$ cat src/rtl/ext_io_bridge.sv
// ext_io_bridge: bridges asynchronous switches and a bouncy push button into
// a core register-file input slot, and forwards changes of a register-file
// output slot to an external ready/valid sink.
//
// Ports:
//   clk_i, rst_ni   : single clock, asynchronous active-low reset
//   ext_in_i        : asynchronous external input word (switches)
//   ext_stb_i       : asynchronous, bouncy capture strobe (push button)
//   core_data_o     : last captured input word (register-file input slot)
//   core_data_i     : register-file output slot, sampled every cycle
//   ext_out_o       : word offered to the external sink
//   ext_valid_o     : ext_out_o holds an offered word
//   ext_ready_i     : sink accepts the word when high together with ext_valid_o
//
// Build option: define EXT_IO_DEBOUNCE_EN to debounce the strobe over
// DEB_CYCLES clocks; otherwise a capture fires on each synchronized rising edge.
module ext_io_bridge #(
  parameter int unsigned N          = 8,
  parameter int unsigned DEB_CYCLES = 16
) (
  input  logic         clk_i,
  input  logic         rst_ni,
  input  logic [N-1:0] ext_in_i,
  input  logic         ext_stb_i,
  output logic [N-1:0] core_data_o,
  input  logic [N-1:0] core_data_i,
  output logic [N-1:0] ext_out_o,
  output logic         ext_valid_o,
  input  logic         ext_ready_i
);

  // Elaboration-time guard on the debounce length.
  if (DEB_CYCLES < 1 || DEB_CYCLES > 255) begin : g_bad_deb
    $error("ext_io_bridge: DEB_CYCLES out of range 1..255");
  end

  // Two-flop synchronizers for every asynchronous input.
  logic [N-1:0] in_meta, in_sync;
  logic         stb_meta, stb_sync;

  always_ff @(posedge clk_i or negedge rst_ni) begin
    if (!rst_ni) begin
      in_meta  <= '0;
      in_sync  <= '0;
      stb_meta <= 1'b0;
      stb_sync <= 1'b0;
    end else begin
      in_meta  <= ext_in_i;
      in_sync  <= in_meta;
      stb_meta <= ext_stb_i;
      stb_sync <= stb_meta;
    end
  end

  logic capture_c;

`ifdef EXT_IO_DEBOUNCE_EN
  localparam int unsigned CNT_W = 8;
  localparam logic [CNT_W-1:0] CNT_LAST = CNT_W'(DEB_CYCLES - 1);

  typedef enum logic [1:0] {CAP_IDLE, CAP_COUNT_HI, CAP_HELD, CAP_COUNT_LO} cap_state_e;

  cap_state_e       cap_state, cap_state_nxt;
  logic [CNT_W-1:0] cnt, cnt_nxt;

  // Capture FSM state register.
  always_ff @(posedge clk_i or negedge rst_ni) begin
    if (!rst_ni) begin
      cap_state <= CAP_IDLE;
      cnt       <= '0;
    end else begin
      cap_state <= cap_state_nxt;
      cnt       <= cnt_nxt;
    end
  end

  // The sample that leaves IDLE/HELD counts as the first of DEB_CYCLES samples.
  always_comb begin
    cap_state_nxt = cap_state;
    cnt_nxt       = cnt;
    capture_c     = 1'b0;
    case (cap_state)
      CAP_IDLE: begin
        if (stb_sync) begin
          if (CNT_LAST == '0) begin
            capture_c     = 1'b1;
            cap_state_nxt = CAP_HELD;
          end else begin
            cap_state_nxt = CAP_COUNT_HI;
            cnt_nxt       = CNT_W'(1);
          end
        end
      end
      CAP_COUNT_HI: begin
        if (!stb_sync) begin
          cap_state_nxt = CAP_IDLE;
          cnt_nxt       = '0;
        end else if (cnt == CNT_LAST) begin
          capture_c     = 1'b1;
          cap_state_nxt = CAP_HELD;
          cnt_nxt       = '0;
        end else begin
          cnt_nxt = cnt + CNT_W'(1);
        end
      end
      CAP_HELD: begin
        if (!stb_sync) begin
          if (CNT_LAST == '0) begin
            cap_state_nxt = CAP_IDLE;
          end else begin
            cap_state_nxt = CAP_COUNT_LO;
            cnt_nxt       = CNT_W'(1);
          end
        end
      end
      CAP_COUNT_LO: begin
        if (stb_sync) begin
          cap_state_nxt = CAP_HELD;
          cnt_nxt       = '0;
        end else if (cnt == CNT_LAST) begin
          cap_state_nxt = CAP_IDLE;
          cnt_nxt       = '0;
        end else begin
          cnt_nxt = cnt + CNT_W'(1);
        end
      end
    endcase
  end
`else
  logic stb_prev;

  // Rising-edge detect on the synchronized strobe.
  always_ff @(posedge clk_i or negedge rst_ni) begin
    if (!rst_ni) stb_prev <= 1'b0;
    else         stb_prev <= stb_sync;
  end

  assign capture_c = stb_sync & ~stb_prev;
`endif

  // Captured word holds between captures.
  always_ff @(posedge clk_i or negedge rst_ni) begin
    if (!rst_ni)        core_data_o <= '0;
    else if (capture_c) core_data_o <= in_sync;
  end

  typedef enum logic {OUT_IDLE, OUT_SEND} out_state_e;

  out_state_e   out_state, out_state_nxt;
  logic [N-1:0] last_sent, last_sent_nxt, ext_out_nxt;
  logic         valid_nxt;

  // Output FSM state and registered outputs.
  always_ff @(posedge clk_i or negedge rst_ni) begin
    if (!rst_ni) begin
      out_state   <= OUT_IDLE;
      last_sent   <= '0;
      ext_out_o   <= '0;
      ext_valid_o <= 1'b0;
    end else begin
      out_state   <= out_state_nxt;
      last_sent   <= last_sent_nxt;
      ext_out_o   <= ext_out_nxt;
      ext_valid_o <= valid_nxt;
    end
  end

  // Changes to core_data_i are ignored during SEND and re-compared in IDLE.
  always_comb begin
    out_state_nxt = out_state;
    last_sent_nxt = last_sent;
    ext_out_nxt   = ext_out_o;
    valid_nxt     = ext_valid_o;
    case (out_state)
      OUT_IDLE: begin
        if (core_data_i != last_sent) begin
          ext_out_nxt   = core_data_i;
          last_sent_nxt = core_data_i;
          valid_nxt     = 1'b1;
          out_state_nxt = OUT_SEND;
        end
      end
      OUT_SEND: begin
        if (ext_ready_i) begin
          valid_nxt     = 1'b0;
          out_state_nxt = OUT_IDLE;
        end
      end
    endcase
  end

endmodule

$ cat config.mk
export PLATFORM = sky130hd
export DESIGN_NAME = ext_io_bridge
export DESIGN_NICKNAME = d
export VERILOG_FILES = /design/src/rtl/ext_io_bridge.sv
export SDC_FILE = /design/constraint.sdc
export NUM_CORES = 1
export LEC_CHECK = 0
export CAP_MARGIN = 20
export CORE_ASPECT_RATIO = 1.25
export CORE_MARGIN = 2
export CORE_UTILIZATION = 49
export CTS_CLUSTER_DIAMETER = 100
export DETAILED_ROUTE_END_ITERATION = 8
export PLACE_DENSITY = 0.82
export SETUP_SLACK_MARGIN = 0.02
export SYNTH_ARGS = -nofsm -noshare
export SYNTH_HDL_FRONTEND = slang
export SYNTH_SLANG_ARGS = --single-unit
$ cat constraint.sdc
create_clock -name clk_i -period 2.4 [get_ports clk_i]
set_clock_uncertainty 0.1 [all_clocks]
set_input_delay 0.48 -clock clk_i [delete_from_list [all_inputs] [get_ports clk_i]]
set_output_delay 0.48 -clock clk_i [all_outputs]
set_load 0.02 [all_outputs]
# == Word-level counts from Yosys, hierarchy flattened ==
# Index checks and enable logic that the tools add are counted.
# totals
register_bits,37
in_bits,20
word_cells,23
out_inout_bits,17
# classes
n_mux,6
reduce_logical,2
bitwise,3
eq_ne,3
# ops
operator,n
$ne A8 B8 Y1,1
$mux W1,4
$ne A2 B2 Y1 const B,2
$pmux W1 S2,2
$reduce_and A2 Y1,2
$not A1 Y1,2
$and A1 B1 Y1,1

# == Logic depth before layout (Yosys ltp) ==
# logic_depth
ltp_word,3
ltp_mapped,4
mapped_depth_nobuf,4

# == Worst setup path after synthesis ==
# Ideal clock, no wire load.
# synth_path
path_type,flip-flop to flip-flop
from,"reg, netlist name ext_out_o[0]"
to,reg ext_out_o[6]
required_ns,2.175
period_less_slack_ns,1.740
path_stages_with_launch,5
setup_ns,0.125
arrival_ns,1.515
n_path_buf,0
slack_ns,0.660
cell_sequence,dfrtp_1 xor2_1 nor4_2 a21oi_4 mux2_4
# synth_lines
element,line,text
to (signal assigned),163,ext_out_o <= ext_out_nxt;
to (decl),27,"output logic [N-1:0] ext_out_o,"

# == Worst setup path in the final report ==
# layout_path
from,reg ext_out_o[1]
to,out ext_out_o[1]
# No word-level cell between the ends.

==> flow_summary.yaml <==
power_and_ir_drop:
  power.switching_w: 0.0003578
  power.internal_w: 0.0009516
  seqPwrFrac: 0.551
  ir_worst_vdd_mv: 0.6581
  swShare: 0.2733
  p_leak_nw: 0.7095
  clock_power_share: 0.235
  p_per_area_nw_per_um2: 769.0
  pwr-share-comb: 0.214
grt:
  antenna_found_initial: 0
  track_usage: 0.1573
  met1_usage: 0.1728
  grt_max_degree: 38
  use_met3: 0.06650
  grt_first_pass_wirelength_mm: 3.160
  grt_pass1_vias: 710
  grt.busiest_layer: "met2"
  grt-ovfl-total: 0
  met2_usage: 0.2568
clock_network:
  postCtsSetupRepairBufs: 0
  ctsHtreeMaxLevel: 2
  cts_tree: "done"
  clock-sinks: 37
  cts.path.max_buffers: 2
  numCtsBuffers: 5
  clk_pin_slew_ps: 100
  root_buffer: "clkbuf_4"
  hold_buffers: 0
  insertion_delay_ps: 330
  cts_resized: 0
die:
  die_h_um: 60.56
  die-area_um2: 2982
  boundaryPins: 37
  start_util: 0.5165
  rows: 20
  core_area_um2: 2427
  dieWidth_um: 49.24
critical_path:
  reg2regPathDepth: 4
  required_ps: 1820
  cp-start-kind: "register"
  end_kind: "output pin"
  worst_ep_arrival_time_ps: 1360
  path_cells: "clkdlybuf4s50_1"
  slowest_stage: "clkdlybuf4s50_1"
  crit_family: "buffers and inverters"
  path_buf_inv: 1
  critPathKind: "register to output pin"
  slowest_delay_ps: 630
  critPathMaxFanout: 3
  cp.depth: 1
synthesis:
  yosys.area_share.adder: 0
  synth_top_family_by_area: "multiplexers"
  synth.top_cell.area_share: 0.7385
  postSynthCellCount: 70
  ys_seq_elements: 37
  synth-xor-area-share: 0.05589
  synth_largest_area_cell: "dfrtp_1"
  synth-compound-area-share: 0.02495
  synthTopCellsByArea: "dfrtp_1 (74%), mux2_2 (13%), xor2_1 (5.6%), nor4_2 (2.0%), a21oi_4 (1.3%)"
  yosys_warnings: 0
  synth_seq_area_share: 0.7385
  syn-cell-area_um2: 1254
  synthMuxAreaShare: 0.1467
  synth_fp_nets: 90
  avgSynthCellArea_um2: 17.91
  yosys.area_share.simple: 0.03094
  ys_types: 10
sta:
  tightestPinTransition_ps: 752.1
  setup_viol: 0
  relSlewSlack: 0.4986
  finalHoldViolations: 0
  min_period_over_period: 0.8095
  rsz0062_at_grt: "no"
  setup_tns_ps: 0
  fmax_mhz: 514.7
  min_period_ps: 1943
  slew_violations: 0
  finalWorstSetupSlack_ps: 457.2
layout:
  drive_gt1_frac: 0.2389
  nNetsFinal: 132
  fin_util: 0.7015
  diodes: 0
  syn_to_final_growth_pct: 35.83
  fillers: 183
  layout.cells.non_filler: 146
placement:
  place_inst: 138
  port_buffers: 36
  dpl.hpwl_mm: 1.400
  pre_cts_ws_ps: 115.8
  globalplace.congestion: 0.7035
route:
  vias: 687
  drc_errors: 0
  drtPass1Iterations: 2
  drt_iter0_markers: 5
  viasPerCell: 4.705
  wl_per_cell_um: 13.42
  finalWirelength_mm: 1.960
  ant_nets: 0
run_status:
  status: "finished clean"
flow_run:
  drv_cap: 0
worst_hold_path:
  hold_class: "input port to asynchronous set/reset pin"
worst reg2reg max path, delay by kind of cell, from the launching register on:
family	cells	cell delay, ps
XOR/XNOR	1	180
multiplexers	1	320
flip-flops	1	420
AND/OR/NAND/NOR	1	440
AO/OA/AOI/OAI	1	180
synthesized netlist by cell type:
cell type	instances
dfrtp_1	37
mux2_2	15
xor2_1	8
nand2_1	2
nor4_2	2
o21a_1	2
a21oi_4	1
clkbuf_1	1
mux2_4	1
nor2b_1	1
cell usage in the layout (no fill, tap or decap), drive strengths merged:
| cell | instances |
|---|---|
| a21oi | 1 |
| buf | 1 |
| clkbuf | 6 |
| clkdlybuf4s50 | 35 |
| clkinvlp | 2 |
| dfrtp | 37 |
| mux2 | 16 |
| nand2 | 2 |
| nor2b | 1 |
| nor4 | 2 |
| o21a | 2 |
| xor2 | 8 |
metal layers:
layer | part of all wire | up-vias | wire length (um)
met5 | 0 | - | 0
met4 | 0.021 | 0 | 41
met3 | 0.057 | 4 | 112
met2 | 0.55 | 25 | 1071
met1 | 0.37 | 336 | 734
li1 | - | 322 | -
worst paths after layout:
kind	from	endpoint	slack, ps
min in group clk_i	in_meta[7]	in_sync[7]	260
max reg2reg	ext_out_o[5]	ext_out_o[6]	650
min	rst_ni	in_meta[3]	100
max	ext_out_o[1]	ext_out_o[1]	460
max in group asynchronous	rst_ni	ext_out_o[1]	1620
min reg2reg	in_meta[7]	in_sync[7]	260
stage by stage:
stage	hold slack (ps)	total power [W]	instance area, um^2
6_report	101.1	0.001309	1703
5_1_grt	141.6	0.001381	1703
4_1_cts	116.8	0.001331	1703
3_5_place_dp	234.7	0.001017	1647
3_3_place_gp	232.6	0.001007	1647
2_1_floorplan	84.41	0.0008652	1254
cell families (layout without fill, tap and decap cells):
logic type             count (synthesis)  count (layout)
AND/OR/NAND/NOR                        5               5
AO/OA/AOI/OAI                          3               3
buffers and inverters                  1              44
flip-flops                            37              37
multiplexers                          16              16
XOR/XNOR                               8               8
layout make-up:
class                   instances  area [um^2]  share of cell area
clock buffers                   6        41.29             0.02425
clock inverters                 2        15.01            0.008817
multi-input cells              32        324.1              0.1903
flip-flops and latches         37        925.9              0.5437
well taps                      33        41.29             0.02425
repair buffers                 36        355.3              0.2087
power by group through the flow:
stage           logic, W  registers [W]  clock network (W)
6_report        0.000280       0.000721           0.000308
5_1_grt         0.000299       0.000729           0.000353
4_1_cts         0.000286       0.000723           0.000323
3_5_place_dp    0.000283       0.000734                  0
3_3_place_gp    0.000277       0.000730                  0
2_1_floorplan  0.0000814       0.000784                  0
flip-flops by register name (all words and copies together) (netlist names):
register / count
stb_sync: 1
ext_out_o: 8
in_meta: 8
ext_valid_o: 1
in_sync: 8
out_state: 1
stb_meta: 1
core_data_o: 8
stb_prev: 1
Power figures use the tool's default switching activity.
